===== config.mk =====
export PLATFORM = sky130hd
export DESIGN_NAME = fnd_scan_counter
export DESIGN_NICKNAME = d
export VERILOG_FILES = /design/src/rtl/fnd_scan_counter.sv
export SDC_FILE = /design/constraint.sdc
export NUM_CORES = 1
export LEC_CHECK = 0
export CORE_MARGIN = 8
export CORE_UTILIZATION = 45
export DETAILED_ROUTE_END_ITERATION = 6
export GPL_TIMING_DRIVEN = 1
export SYNTH_ARGS = -nofsm -noshare
export SYNTH_HDL_FRONTEND = slang
export SYNTH_SLANG_ARGS = --single-unit

===== constraint.sdc =====
create_clock -name i_clk -period 4.2 [get_ports i_clk]
set_input_delay 1.05 -clock i_clk [delete_from_list [all_inputs] [get_ports i_clk]]
set_output_delay 1.05 -clock i_clk [all_outputs]
set_load 0.03 [all_outputs]

===== src/rtl/fnd_scan_counter.sv =====
// fnd_scan_counter: BCD up/down counter with a multiplexed, active-low 7-segment scan driver.
// Define FND_ZERO_BLANK_EN to blank leading-zero digits on the display (o_count is unaffected).
module fnd_scan_counter #(
  parameter int DIGITS   = 4,
  parameter int TICK_DIV = 10_000_000,
  parameter int SCAN_DIV = 100_000
) (
  input  logic                  i_clk,
  input  logic                  i_reset,
  input  logic                  i_run,
  input  logic                  i_clear,
  input  logic                  i_down,
  output logic [4*DIGITS-1:0]   o_count,
  output logic                  o_wrap,
  output logic [DIGITS-1:0]     o_fndDigit,
  output logic [7:0]            o_fndData
);
  localparam int TW = TICK_DIV > 1 ? $clog2(TICK_DIV) : 1;
  localparam int SW = $clog2(SCAN_DIV);
  localparam int DW = DIGITS > 1 ? $clog2(DIGITS) : 1;
  localparam logic [TW-1:0] TICK_MAX = TW'(TICK_DIV - 1);
  localparam logic [SW-1:0] SCAN_MAX = SW'(SCAN_DIV - 1);
  localparam logic [DW-1:0] DIG_MAX  = DW'(DIGITS - 1);

  function automatic logic [7:0] seg(input logic [3:0] d);
    case (d)
      4'd0: seg = 8'hC0;
      4'd1: seg = 8'hF9;
      4'd2: seg = 8'hA4;
      4'd3: seg = 8'hB0;
      4'd4: seg = 8'h99;
      4'd5: seg = 8'h92;
      4'd6: seg = 8'h82;
      4'd7: seg = 8'hF8;
      4'd8: seg = 8'h80;
      4'd9: seg = 8'h90;
      default: seg = 8'hFF;
    endcase
  endfunction

  logic [TW-1:0]         tick_q, tick_d;
  logic [4*DIGITS-1:0]   count_q, count_d, step;
  logic                  wrap_q, wrap_d;
  logic                  tick, all_nine, all_zero;
  logic [SW-1:0]         scan_q, scan_d;
  logic [DW-1:0]         idx_q, idx_d;
  logic [DIGITS-1:0]     dig_q, dig_d;
  logic [7:0]            data_q, data_d;
  logic                  scan_step, blank;
  logic [3:0]            cur;

  assign tick = i_run && tick_q == TICK_MAX;

  // Ripple the decade carry/borrow from digit 0 upward.
  always_comb begin
    logic       c;
    logic [3:0] d;
    step     = count_q;
    c        = 1'b1;
    all_nine = 1'b1;
    all_zero = 1'b1;
    for (int k = 0; k < DIGITS; k++) begin
      d        = count_q[4*k +: 4];
      all_nine = all_nine && d == 4'd9;
      all_zero = all_zero && d == 4'd0;
      if (c) step[4*k +: 4] = i_down ? (d == 4'd0 ? 4'd9 : d - 4'd1) : (d == 4'd9 ? 4'd0 : d + 4'd1);
      c = c && (i_down ? d == 4'd0 : d == 4'd9);
    end
  end

  assign tick_d  = i_clear ? '0 : !i_run ? tick_q : tick ? '0 : tick_q + 1'b1;
  assign count_d = i_clear ? '0 : tick ? step : count_q;
  assign wrap_d  = !i_clear && tick && (i_down ? all_zero : all_nine);

  assign scan_step = scan_q == SCAN_MAX;
  assign scan_d    = scan_step ? '0 : scan_q + 1'b1;
  assign idx_d     = scan_step ? (idx_q == DIG_MAX ? '0 : idx_q + 1'b1) : idx_q;

  always_comb begin
    logic lead;
    cur   = 4'd0;
    blank = 1'b0;
    lead  = 1'b1;
    for (int k = DIGITS - 1; k >= 0; k--) begin
      lead = lead && count_q[4*k +: 4] == 4'd0;
      if (idx_q == DW'(k)) begin
        cur = count_q[4*k +: 4];
`ifdef FND_ZERO_BLANK_EN
        blank = k != 0 && lead;
`else
        blank = 1'b0;
`endif
      end
    end
  end

  assign dig_d  = scan_step ? ~(DIGITS'(1) << idx_q) : dig_q;
  assign data_d = scan_step ? (blank ? 8'hFF : seg(cur)) : data_q;

  always_ff @(posedge i_clk or negedge i_reset) begin
    if (!i_reset) begin
      tick_q  <= '0;
      count_q <= '0;
      wrap_q  <= 1'b0;
      scan_q  <= '0;
      idx_q   <= '0;
      dig_q   <= '1;
      data_q  <= 8'hFF;
    end else begin
      tick_q  <= tick_d;
      count_q <= count_d;
      wrap_q  <= wrap_d;
      scan_q  <= scan_d;
      idx_q   <= idx_d;
      dig_q   <= dig_d;
      data_q  <= data_d;
    end
  end

  assign o_count    = count_q;
  assign o_wrap     = wrap_q;
  assign o_fndDigit = dig_q;
  assign o_fndData  = data_q;
endmodule


; Yosys cells after proc, flatten, opt, wreduce, memory -nomap -nowiden
; Memories as Yosys holds them, arrays and structs flattened. A register that Yosys moved wholly into a read port is not among the register bits.
; Index checks and enable logic that the tools add are counted.
[classes]
reduce_logical = 26
shifts = 1
bitwise = 1
add_sub_neg = 11
eq_ne = 9
n_mux = 30
[ops]
columns = op, count
row1 = 2-to-1 mux 4 bit, 19
row2 = 2-to-1 mux 24 bit, 3
row3 = 2-to-1 mux 16 bit, 2
row4 = adder 24 x 1 -> 24 bit (second input constant), 1
row5 = equality test 24 bit (second input constant), 1
row6 = adder 17 x 1 -> 17 bit (second input constant), 1
row7 = equality test 17 bit (second input constant), 1
row8 = 2-to-1 mux 17 bit, 1
row9 = adder 4 x 1 -> 4 bit (second input constant), 4
row10 = equality test 4 bit (second input constant), 4
row11 = logical NOT 4 bit, 4
row12 = subtractor 4 x 1 -> 4 bit (second input constant), 4
row13 = logical AND 1 bit, 11
row14 = nonzero test 2 bit, 5
row15 = AND reduction 2 bit, 3
row16 = equality test 2 bit (second input constant), 2
row17 = 2-to-1 mux 1 bit, 4
row18 = inverter 4 bit, 1
row19 = << shifter 1 x 2 -> 4 bit (first input constant), 1
row20 = adder 2 x 1 -> 2 bit (second input constant), 1
row21 = equality test 2 x 1 -> 1 bit (second input constant), 1
row22 = logical NOT 1 bit, 2
row23 = logical NOT 2 bit, 1
row24 = 2-to-1 mux 2 bit, 1
[word_totals]
output_inout_bits = 29
mem_bits_ro = 112
memories = 1
ff_bits = 72
word_cells = 89
[memory_table]
columns = memory, words, width, rd, rd_ports_with_merged_regs, write_ports, line
row1 = (no name shown), 16, 7, 1, 1, 0, 26  ; case (d)

; Depth between registers and ports, before layout
[logic_depth]
word_depth = 7
mapped_depth = 9

; Worst setup path after synthesis
; OpenSTA, ideal clock, no wires.
[synth_timing]
kind = in2reg
startpoint = input i_run
endpoint = register count_q[11], in the netlist o_count[11]
slack_ps = 1730
path_stages = 7
t_arrival_ps = 2397
setup_ps = 73
cell_sequence = buf_2 -> and3_2 -> nand3_1 -> or3_1 -> buf_6 -> mux2_4 -> a21oi_2
[synth_between]
elab_chain_cells = 3
[synth_rtl]
columns = element, line
row1 = from (decl), 10  ; input logic i_run,
row2 = logical AND 1 bit, 52  ; assign tick = i_run && tick_q == TICK_MAX;
row3 = nonzero test 2 bit (no line), n/a
row4 = AND reduction 2 bit (no line), n/a
row5 = to (signal assigned), 111  ; count_q <= count_d;
row6 = to (decl), 42  ; logic [4*DIGITS-1:0] count_q, count_d, step;
; No other way between the ends.
; A chain may end at the register's enable or synchronous reset.

; Worst setup path after layout
[layout_timing]
startpoint = input i_down
endpoint = register count_q[14], in the netlist o_count[14]
[layout_between]
elab_chain_cells = 5
elab_cells_between_ends = 11
cone_classes = 7 x mux / 4 x reduce/logical
[layout_rtl]
columns = element, line
row1 = from (decl), 12  ; input logic i_down,
row2 = 2-to-1 mux 1 bit, 67  ; c = c && (i_down ? d == 4'd0 : d == 4'd9);
row3 = logical AND 1 bit (2 in a row), 67
row4 = nonzero test 2 bit (no line), n/a
row5 = AND reduction 2 bit (no line), n/a
; Several ways; a longest one is shown, not always the timed one. The select of a mux whose other input is x is not followed.

==> flow_results.org <==
** Routing
- The first TritonRoute pass finished after 4 iterations.
- Once detail routing completed, the nets flagged for antenna violations numbered 0.
- For this block, the routed nets add up to 10700 um of wire.
- Summing over every cut layer, the via total after detailed routing is 3782.
- The first routing iteration left 318 violations.
- After detailed routing, the average wire length per cell comes to 16.0 um.
- Via/cell ratio :: 5.65
- In the routed design, unresolved DRC markers number 0.

** Power and ir drop
- Of the total power, the clock network draws 46.3%.
- For this design the static power due to leakage is 0.00207 uW.
- In this run, the combinational gates consume 4.0% of the power.
- The design draws 1380 uW.
- Sw power :: 336 uW
- Total power per unit cell area :: 265 nW/um^2
- Of the total power, registers draw 49.7%.
- Of the total power, the share spent switching nets is 24.3%.
- The internal power of the cells totals 1040 uW.
- Peak VDD IR :: 0.178 mV

** Layout
- 0 antenna diodes ended up in the layout.
- Multi-input gate area :: 2590 sq um
- The filler cells instantiated in the layout total 973.
- Sequential cell area :: 1790 sq um
- Post-route non-filler standard cell count :: 669
- Cells fill 51.5% of the core in the end.
- Synth-to-Final Area Change :: 13.3%
- Net count of the finished layout :: 553
- Fraction of layout cells with a size suffix above 1 :: 10.5%

** Worst setup path
- Critical Path Sink :: o_count[14]
- STA puts the critical path data required time at 4440 ps.
- End of the worst register-to-register path :: o_count[14]
- Reg2reg path depth :: 7
- Cells along the critical path :: clkdlybuf4s50_1, nor4bb_1, a311oi_1, nor4_2, a21oi_1, o21a_1
- Worst reg2reg startpoint :: o_count[8]
- The worst setup path is captured at a flip-flop.
- Family with the most delay on the worst path :: simple AND/OR/NAND/NOR gates
- Worst-path cell with the longest stage delay :: clkdlybuf4s50_1
- CP startpoint kind :: input pin
- Kind of critical path :: in2reg
- On the worst path, the slowest cell contributes a delay of 790 ps.
- CP max FO :: 15
- Crit path buffers/inverters :: 1
- The critical path runs through a total of 6 cells.
- Arr. time, crit path :: 3340 ps
- First element of the critical path :: i_down
- In this run the register-to-register setup slack is 1650 ps.

** Die
- Starting density of the core :: 45.5%
- Die outline width :: 117 um
- Cell row count :: 37
- The die covers 13700 sq um.
- Die height :: 117 um
- The core region is 10100 sq um.
- For this design the top-level I/O count stands at 34.

** Yosys
- Among all flip-flop cells after synthesis, the most frequent one is dfrtp_1.
- Of the synthesized area, sequential elements account for 39.0%.
- In the synthesized netlist, the number of instances is 504.
- Syn avg cell area :: 9.10 sq um
- In this run the cell area of the synthesized design comes to 4590 sq um.
- Post-synth ARST share :: 100%
- Post-synthesis net count :: 529
- Number of enable-type register cells in the synthesized netlist :: 0
- Yosys mapped the design onto 66 distinct sky130hd cell types.
- For this run, the number of Yosys warnings is 0.
- Synth Register Bits :: 71

** Global route
- Busiest metal layer after global routing :: met2
- M3 GR Usage :: 3.34%
- The initial antenna violation count came to 0.
- Vias in the first global route :: 3722
- In the global route stage, overall resource usage came out at 17.0%.
- The first global-routing pass estimated 18600 um of wire.
- In the global route stage, met2 resource usage came out at 26.7%.
- Met1 Track Usage GR :: 23.4%
- Global-route congestion overflow total :: 0
- Entering global routing, the biggest net connects 38 pins.

** Clock tree
- TritonCTS sink count :: 71
- Clock tree synthesis selected as its root buffer the cell clkbuf_8.
- Clock-pin transition on the worst setup and hold timing paths :: 80 ps
- For the worst-skew pair, the clock arrives at the later sink with an insertion delay of 350 ps.
- TritonCTS built the clock tree.
- Number of instances resized during post-cts repair :: 0
- Buffers inserted during clock tree synthesis total 9.
- In this run the deepest clock path goes through 2 buffers.
- Count of hold buffers inserted by post-cts repair :: 0
- Count of buffers added by post-CTS timing repair for setup :: 0
- Number of levels the H-tree was split into :: 3

** Placement
- Detailed placement finished with a half-perimeter wire length of 7530 um.
- Worst-case setup slack after placement :: 839 ps
- The congestion estimate from routability-driven global placement came to 0.855.
- Port-buffer cells :: 32
- After detailed placement, the design holds a cell count of 653.

** Timing
- Worst relative slew slack :: 40.8%
- Setup slack closes at 1100 ps.
- The worst path uses 73.7% of the clock period.
- Final hold violation count :: 0
- The count of final max-slew check failures was 0.
- Based on the critical path, the design can be clocked at up to 0.323 GHz.
- Worst-case clock skew :: 10.4 ps
- Setup violation total in the final timing report :: 0
- Minimum clock period after layout :: 3100 ps
- Measured slew at the worst slew-check pin :: 883 ps
- Setup repair after global routing left no endpoint under its margin.
- Setup total negative slack on the finished layout was measured at 0 ps.

** Hold path
- In this run the worst hold path is classified as reg2reg.

** Status
- The flow ran to the end, and the final reports show no timing, DRC or antenna violations.

** Job
- Across the run, the number of max-cap violations was 0.
## cell usage after synthesis (all sizes together) (2+ instances only)
master	n	area (sq um)
dfrtp	60	1500
nor2	57	214
nand2	44	165
nand3	27	140
a21oi	25	129
o21ai	21	105
ha	20	250
nor3	19	100
xor2	19	166
inv	17	63.8
xnor2	14	123
a211oi	12	100
and3	12	76.3
buf	12	75.1
clkbuf	12	65.1
dfstp	11	289
nor2b	9	56.3
nor4	9	68.8
or3	9	56.3
mux2i	8	80.1
nor3b	8	60.1
nand2b	7	43.8
nand4	7	58.8
o211ai	7	52.6
a31oi	6	37.5
and4bb	6	75.1
o31ai	6	45.0
nor4b	5	88.8
and2	4	25.0
nand3b	4	30.0
mux2	3	37.5
o22ai	3	25.0
a221oi	2	17.5
and4	2	18.8
nand4b	2	17.5
## flip-flops by register name (all words and copies together) (netlist names)
signal / flops
tick_q: 24
scan_q: 17
o_count: 16
o_fndData: 7
o_fndDigit: 4
idx_q: 2
o_wrap: 1
## cell usage in the layout, fill, tap and decap left out, drive strengths merged, types with 3 or more instances in the layout
cell type       n
inv            20
mux2            3
a21oi          25
o22ai           3
o211ai          7
nor3b           8
a211oi         12
a31oi           6
nor2b           9
dfrtp          60
and4bb          6
nand2b          7
and2            4
nor4            9
xnor2          14
mux2i           8
dfstp          11
o31ai           6
or3             9
and3           12
clkdlybuf4s50  31
nand2          44
o21ai          21
clkbuf          9
ha             20
nor3           19
xor2           19
nor2           57
nand4           7
buf             6
nand3          27
nand3b          4
nor4b           5
## worst min path at each step
| stage | from | to | slack, ps | cells after the start |
|---|---|---|---|---|
| after detailed placement | o_fndData[6] | o_fndData[6] | 470 | 2 |
| final | o_fndData[6] | o_fndData[6] | 480 | 2 |
| after floorplan | scan_q[0] | scan_q[0] | 460 | 1 |
| after global routing | o_fndData[6] | o_fndData[6] | 490 | 2 |
| after CTS | o_fndData[6] | o_fndData[6] | 480 | 2 |
| after global placement | o_fndData[2] | o_fndData[2] | 460 | 2 |
## final cells by class
type                    instances  area share, %
inverters                      17           1.23
flip-flops and latches         71           34.4
multi-input cells             392           49.9
well taps                     136           3.27
repair buffers                 37           6.79
clock inverters                 7           2.00
clock buffers                   9           2.38
## kinds of logic (layout without fill, tap and decap cells)
kind of cell / Yosys count / after routing / synth area share [%]
other cells: 1 / 1 / 0.0817
buf+inv: 41 / 70 / 4.45
compound gates: 93 / 93 / 13.3
xor+xnor: 33 / 33 / 6.30
mux: 11 / 11 / 2.56
fa+ha+maj: 20 / 20 / 5.45
simple gates: 234 / 234 / 28.9
flops: 71 / 71 / 39.0
## power groups by stage
stage | combinational (uW) | clock, uW | sequential (uW)
5_1_grt | 62.1 | 693 | 687
6_report | 54.5 | 639 | 686
2_1_floorplan | 30.0 | 0 | 699
4_1_cts | 55.6 | 664 | 686
3_3_place_gp | 54.6 | 0 | 699
3_5_place_dp | 55.5 | 0 | 699
## per-layer routing
metal / part of all wire [%] / wire length [um] / vias up
met5: 0 / 0 / -
met1: 49 / 5250 / 1822
met2: 45 / 4810 / 88
li1: - / - / 1860
met3: 4.5 / 480 / 12
met4: 1.3 / 134 / 0
## metrics by stage
stage               cell area, sq um  hold slack, ps
CTS                             5200             478
global route                    5200             493
floorplan                       4590             455
finish                          5200             476
global placement                4970             460
detailed placement              4970             466
## worst reg2reg max path, delay by kind of cell (launching register included)
kind	cells	cell delay (ps)
buffers and inverters	1	150
AOI/OAI and AO/OA	3	530
adders and majority gates	1	260
and+or+nand+nor	2	1010
DFF	1	510
No activity file was read; power rests on OpenSTA's default activity.
==> RTL change 1, RTL diff (same settings) <==
The parameter `TICK_DIV` goes from 10_000_000 to 5_000_000.
--- a/src/rtl/fnd_scan_counter.sv
+++ b/src/rtl/fnd_scan_counter.sv
@@ -2,7 +2,7 @@
 // Define FND_ZERO_BLANK_EN to blank leading-zero digits on the display (o_count is unaffected).
 module fnd_scan_counter #(
   parameter int DIGITS   = 4,
-  parameter int TICK_DIV = 10_000_000,
+  parameter int TICK_DIV = 5_000_000,
   parameter int SCAN_DIV = 100_000
 ) (
   input  logic                  i_clk,
Behaviour: same outputs for any inputs over 10 cycles, from zero or initial values and one cycle with i_reset low; that may be too few to reach the edited logic, so the function may still have changed.
==> RTL change 1 against the original RTL <==
- worst setup slack improved by 94 ps
- count of clock-buffer cells in the layout rose by 1
- register-to-register slack improved by 120 ps
- hold slack got worse by 3.9 ps
- wire length fell by 1.4%
- power rose by 9.9%
- clock power rose by 13%
- non-clock buffer count rose by 1
- cell area fell by 1.1%
- sequential cell count fell by 1
- synthesized area fell by 3.1%
- critical path depth fell by 1
- critical path type unchanged
- critical endpoint is now o_count[9]$_DFFE_PN0P_
- largest cell class unchanged
==> RTL change 1: results (changes against the original RTL) <==
| Metric | Value |
|---|---|
| Outcome | `finished, final reports clean (unchanged)` |
| Netlist cell types | `67 (was 66)` |
| Synth Area in Adders | `5.627% (was 5.454%)` |
| Tot GR Track Use | `16.79% (was 17.03%)` |
| GR Layer Usage met2 | `26.09% (was 26.66%)` |
| CP max-delay cell | `clkdlybuf4s50_1 (unchanged)` |
| Slack of the critical path | `1199 ps (was 1105 ps)` |
| Metal2 WL | `4.703 mm (was 4.806 mm)` |
| Placed Area | `4881 µm² (was 4971 µm²)` |
| VDD IR max | `0.1479 mV (was 0.1777 mV)` |
| Post-Place Cells | `640 (was 653)` |
| Mux share of post-synthesis cell area | `2.138% (was 2.563%)` |
| RePlAce Congestion | `0.8741 (was 0.8547)` |
| Met3 GRT Util | `2.784% (was 3.335%)` |
| Pleak | `2.023 nW (was 2.067 nW)` |
| Average cell area after synthesis | `9.038 µm² (was 9.103 µm²)` |
| Sw frac | `22.90% (was 24.33%)` |
| Hold Crit Endpoint | `o_fndData[1]$_DFFE_PN1N_ (was o_fndData[6]$_DFFE_PN1N_)` |
| HP Start | `o_fndData[1]$_DFFE_PN1N_ (was o_fndData[6]$_DFFE_PN1N_)` |
| Avg WL per Cell | `16.04 µm (was 15.95 µm)` |
| Largest stage delay, worst path | `720 ps (was 790 ps)` |
| Global-route wire length before repair | `18.00 mm (was 18.60 mm)` |
| Fin nets | `543 (was 553)` |
| Seq/Total Area, Yosys | `39.70% (was 39.02%)` |
| Vias in the first global route | `3608 (was 3722)` |
| Max FFs per register | `23 (was 24)` |
| Largest net degree at the start of global routing | `34 (was 38)` |
| Setup WS pre-CTS | `902.0 ps (was 838.9 ps)` |
| Met3 Routed Length | `347 µm (was 480 µm)` |
| M1 GR Usage | `22.73% (was 23.38%)` |
| Worst-path maximum fanout | `17 (was 15)` |
| XOR/XNOR Fraction of Synth Area | `6.894% (was 6.299%)` |
| Max transition margin | `39.66% (was 40.75%)` |
| Clk Latency, worst-skew pair | `~360 ps` |
| Share of flip-flops with an asynchronous set or reset | `100.0% (unchanged)` |
| Net Count, Synth | `517 (was 529)` |
| Reg2reg end | `o_count[9]$_DFFE_PN0P_ (was o_count[14]$_DFFE_PN0P_)` |
| Share of layout cells above drive strength 1 | `10.13% (was 10.51%)` |
| M1 WL | `5.302 mm (was 5.250 mm)` |
| FF-to-FF path depth | `6 (was 7)` |
| Synth top cells by count | `dfrtp_1, nor2_1, nand2_1 (unchanged)` |
| Hpwl dp | `7.514 mm (was 7.535 mm)` |
| Hold Slack | `471.8 ps (was 475.7 ps)` |
| CP delay by family, top | `compound AO/OA/AOI/OAI gates (was simple AND/OR/NAND/NOR gates)` |
| Synth Area in Compound Gates | `15.17% (was 13.25%)` |
| Top post-synthesis cells by area | `dfrtp_1, dfstp_2, ha_1 (unchanged)` |
| Clock Skew | `11.32 ps (was 10.43 ps)` |
| R2R setup slack | `1770 ps (was 1650 ps)` |
| Fin cells | `656 (was 669)` |
[RTL change 1: power groups by stage]
stage / Sequential, mW / Combinational, mW / Clock (mW)
floorplan: 0.704 / 0.0575 / 0
global placement: 0.701 / 0.104 / 0
detailed placement: 0.702 / 0.104 / 0
CTS: 0.688 / 0.105 / 0.744
global route: 0.690 / 0.116 / 0.770
finish: 0.689 / 0.104 / 0.723
[RTL change 1: cells by family (layout without fill, tap and decap cells)]
logic type | count (synthesis) | count (layout)
flops | 70 | 70
other cells | 1 | 1
fa+ha+maj | 20 | 20
compound gates | 99 | 99
xor+xnor | 35 | 35
simple gates | 215 | 215
buf+inv | 44 | 75
mux | 8 | 8
[RTL change 1: cell type report]
class                           count  area [µm²]
Clock buffer                       10       127.6
Fill cell                         884        4542
Clock inverter                      6       133.9
Sequential cell                    70        1765
Tap cell                          133       166.4
Timing Repair Buffer               38       360.3
Multi-Input combinational cell    378        2510
Inverter                           21       78.83
==> RTL change 2, RTL diff (config.mk and constraints unchanged) <==
Made on the original files. Register the output `o_count` once more, with the module's reset; this adds one clock of latency there. The other outputs are not delayed to match.
--- a/src/rtl/fnd_scan_counter.sv
+++ b/src/rtl/fnd_scan_counter.sv
@@ -117,7 +117,13 @@
     end
   end
 
-  assign o_count    = count_q;
+  always_ff @(posedge i_clk or negedge i_reset) begin
+    if (!i_reset) begin
+      o_count <= '0;
+    end else begin
+      o_count <= count_q;
+    end
+  end
   assign o_wrap     = wrap_q;
   assign o_fndDigit = dig_q;
   assign o_fndData  = data_q;
Behaviour: no difference found for any inputs over 10 cycles, from zero or initial values and one cycle with i_reset low; that may be too few to reach the edited logic, so the function may still have changed.
==> RTL change 2 against the original RTL <==
- register-to-register slack worse by 70 ps
- power is 11% higher
- worst setup slack lost 90 ps
- wire length up 4.4%
- synthesized area up 6.2%
- sequential cell count grew 16
- sequential power is 22% higher
- non-clock buffer count grew 4
- core utilization up 0.20 points
- cell count is 2.8% higher
- clock skew is 1.7 ps higher
- cell area rose by 6.4%
- critical path type unchanged
- critical endpoint is now count_q[6]$_DFFE_PN0P_
==> RTL change 2: results (changes against the original RTL) <==
| Metric | Value |
|---|---|
| M1 WL | `5.131 mm (was 5.250 mm)` |
| Global-route wire length before repair | `18.76 mm (was 18.60 mm)` |
| FF-to-FF path depth | `5 (was 7)` |
| Tot GR Track Use | `15.90% (was 17.03%)` |
| Pint | `1.189 mW (was 1.044 mW)` |
| Synth top cells by count | `dfrtp_1, nor2_1, nand2_1 (unchanged)` |
| Share of layout cells above drive strength 1 | `7.664% (was 10.51%)` |
| Metal2 WL | `5.373 mm (was 4.806 mm)` |
| M1 GR Usage | `19.58% (was 23.38%)` |
| Setup WS pre-CTS | `608.8 ps (was 838.9 ps)` |
| Worst r2r src | `scan_q[12]$_DFF_PN0_ (was o_count[8]$_DFFE_PN0P_)` |
| HP Start | `o_fndData[2]$_DFFE_PN1N_ (was o_fndData[6]$_DFFE_PN1N_)` |
| Hold Slack | `476.2 ps (was 475.7 ps)` |
| Clock power share | `41.0% (was 46.3%)` |
| Fin nets | `568 (was 553)` |
| Tightest Pin Transition | `973.4 ps (was 883.4 ps)` |
| Pleak | `2.210 nW (was 2.067 nW)` |
| Reg2reg end | `idx_q[0]$_DFFE_PN0N_ (was o_count[14]$_DFFE_PN0P_)` |
| Sequential share of power | `55.1% (was 49.7%)` |
| Vias in the first global route | `3755 (was 3722)` |
| Largest net degree at the start of global routing | `79 (was 38)` |
| Hold Crit Endpoint | `o_fndData[2]$_DFFE_PN1N_ (was o_fndData[6]$_DFFE_PN1N_)` |
| XOR/XNOR Fraction of Synth Area | `5.932% (was 6.299%)` |
| Share of flip-flops with an asynchronous set or reset | `100.0% (unchanged)` |
| Outcome | `finished, final reports clean (unchanged)` |
| Worst-path maximum fanout | `14 (was 15)` |
| Met3 GRT Util | `3.805% (was 3.335%)` |
| GR Layer Usage met2 | `26.30% (was 26.66%)` |
| Synth Area in Compound Gates | `12.33% (was 13.25%)` |
| Via density | `5.686 (was 5.653)` |
| Layout fillers | `1028 (was 973)` |
| Met3 Routed Length | `423 µm (was 480 µm)` |
| CP arrival | `3420 ps (was 3340 ps)` |
| RePlAce Congestion | `0.8589 (was 0.8547)` |
| Clock Skew | `12.12 ps (was 10.43 ps)` |
| Seq/Total Area, Yosys | `44.97% (was 39.02%)` |
| Net Count, Synth | `540 (was 529)` |
| DRT iter0 DRCs | `185 (was 318)` |
| Synth Area in Adders | `5.136% (was 5.454%)` |
| Hpwl dp | `7.946 mm (was 7.535 mm)` |
| Netlist cell types | `61 (was 66)` |
| R2R setup slack | `1580 ps (was 1650 ps)` |
-- RTL change 2: changes by cell type in the layout (fill, tap and decap cells not counted), moves of 5 or more --
cell / unedited run / this run
dfrtp_1: 60 / 76
nand4_1: 6 / 16
nor2_1: 57 / 50
nand2_1: 44 / 38
nor4bb_1: 1 / 7
buf_4: 5 / 10
xnor2_1: 14 / 9
xor2_1: 19 / 24
-- RTL change 2: cell families after synthesis --
logic type,Yosys count
AOI/OAI and AO/OA,95
xor gates and xnor gates,33
adders and majority gates,20
buffers and inverters,43
DFF,87
muxes,9
other,1
and+or+nand+nor,227
-- RTL change 2: through the flow --
step	cells	power (mW)	area [µm²]
floorplan	515	0.8864	4872
global placement	672	0.9176	5326
detailed placement	672	0.9178	5326
CTS	688	1.546	5532
global route	688	1.579	5532
finish	688	1.526	5532
-- RTL change 2: final cells by class --
cell class              instances  area [µm²]  area share [%]
flip-flops and latches         87        2191           39.61
clock inverters                 4       70.07           1.267
repair buffers                 41       385.4           6.967
inverters                      19       71.32           1.289
multi-input cells             385        2504           45.26
well taps                     140       175.2           3.167
clock buffers                  12       135.1           2.443
-- RTL change 2: how the worst max path moves through the flow --
stage	from	to	slack, ps	cells after the start
6_report	i_run	count_q[6]$_DFFE_PN0P_	1010	6
5_1_grt	i_run	count_q[5]$_DFFE_PN0P_	810	6
4_1_cts	i_run	count_q[6]$_DFFE_PN0P_	1030	6
3_5_place_dp	i_run	count_q[5]$_DFFE_PN0P_	610	6
3_3_place_gp	i_run	count_q[5]$_DFFE_PN0P_	720	6
2_1_floorplan	i_run	count_q[0]$_DFFE_PN0P_	1640	6
-- RTL change 2: worst max-delay path, cell delays in order --
cell and delay (ps):
clkdlybuf4s50_1 730, nand3_1 220, or4_4 560, nor3_1 540, mux2i_1 260, nor2_1 50
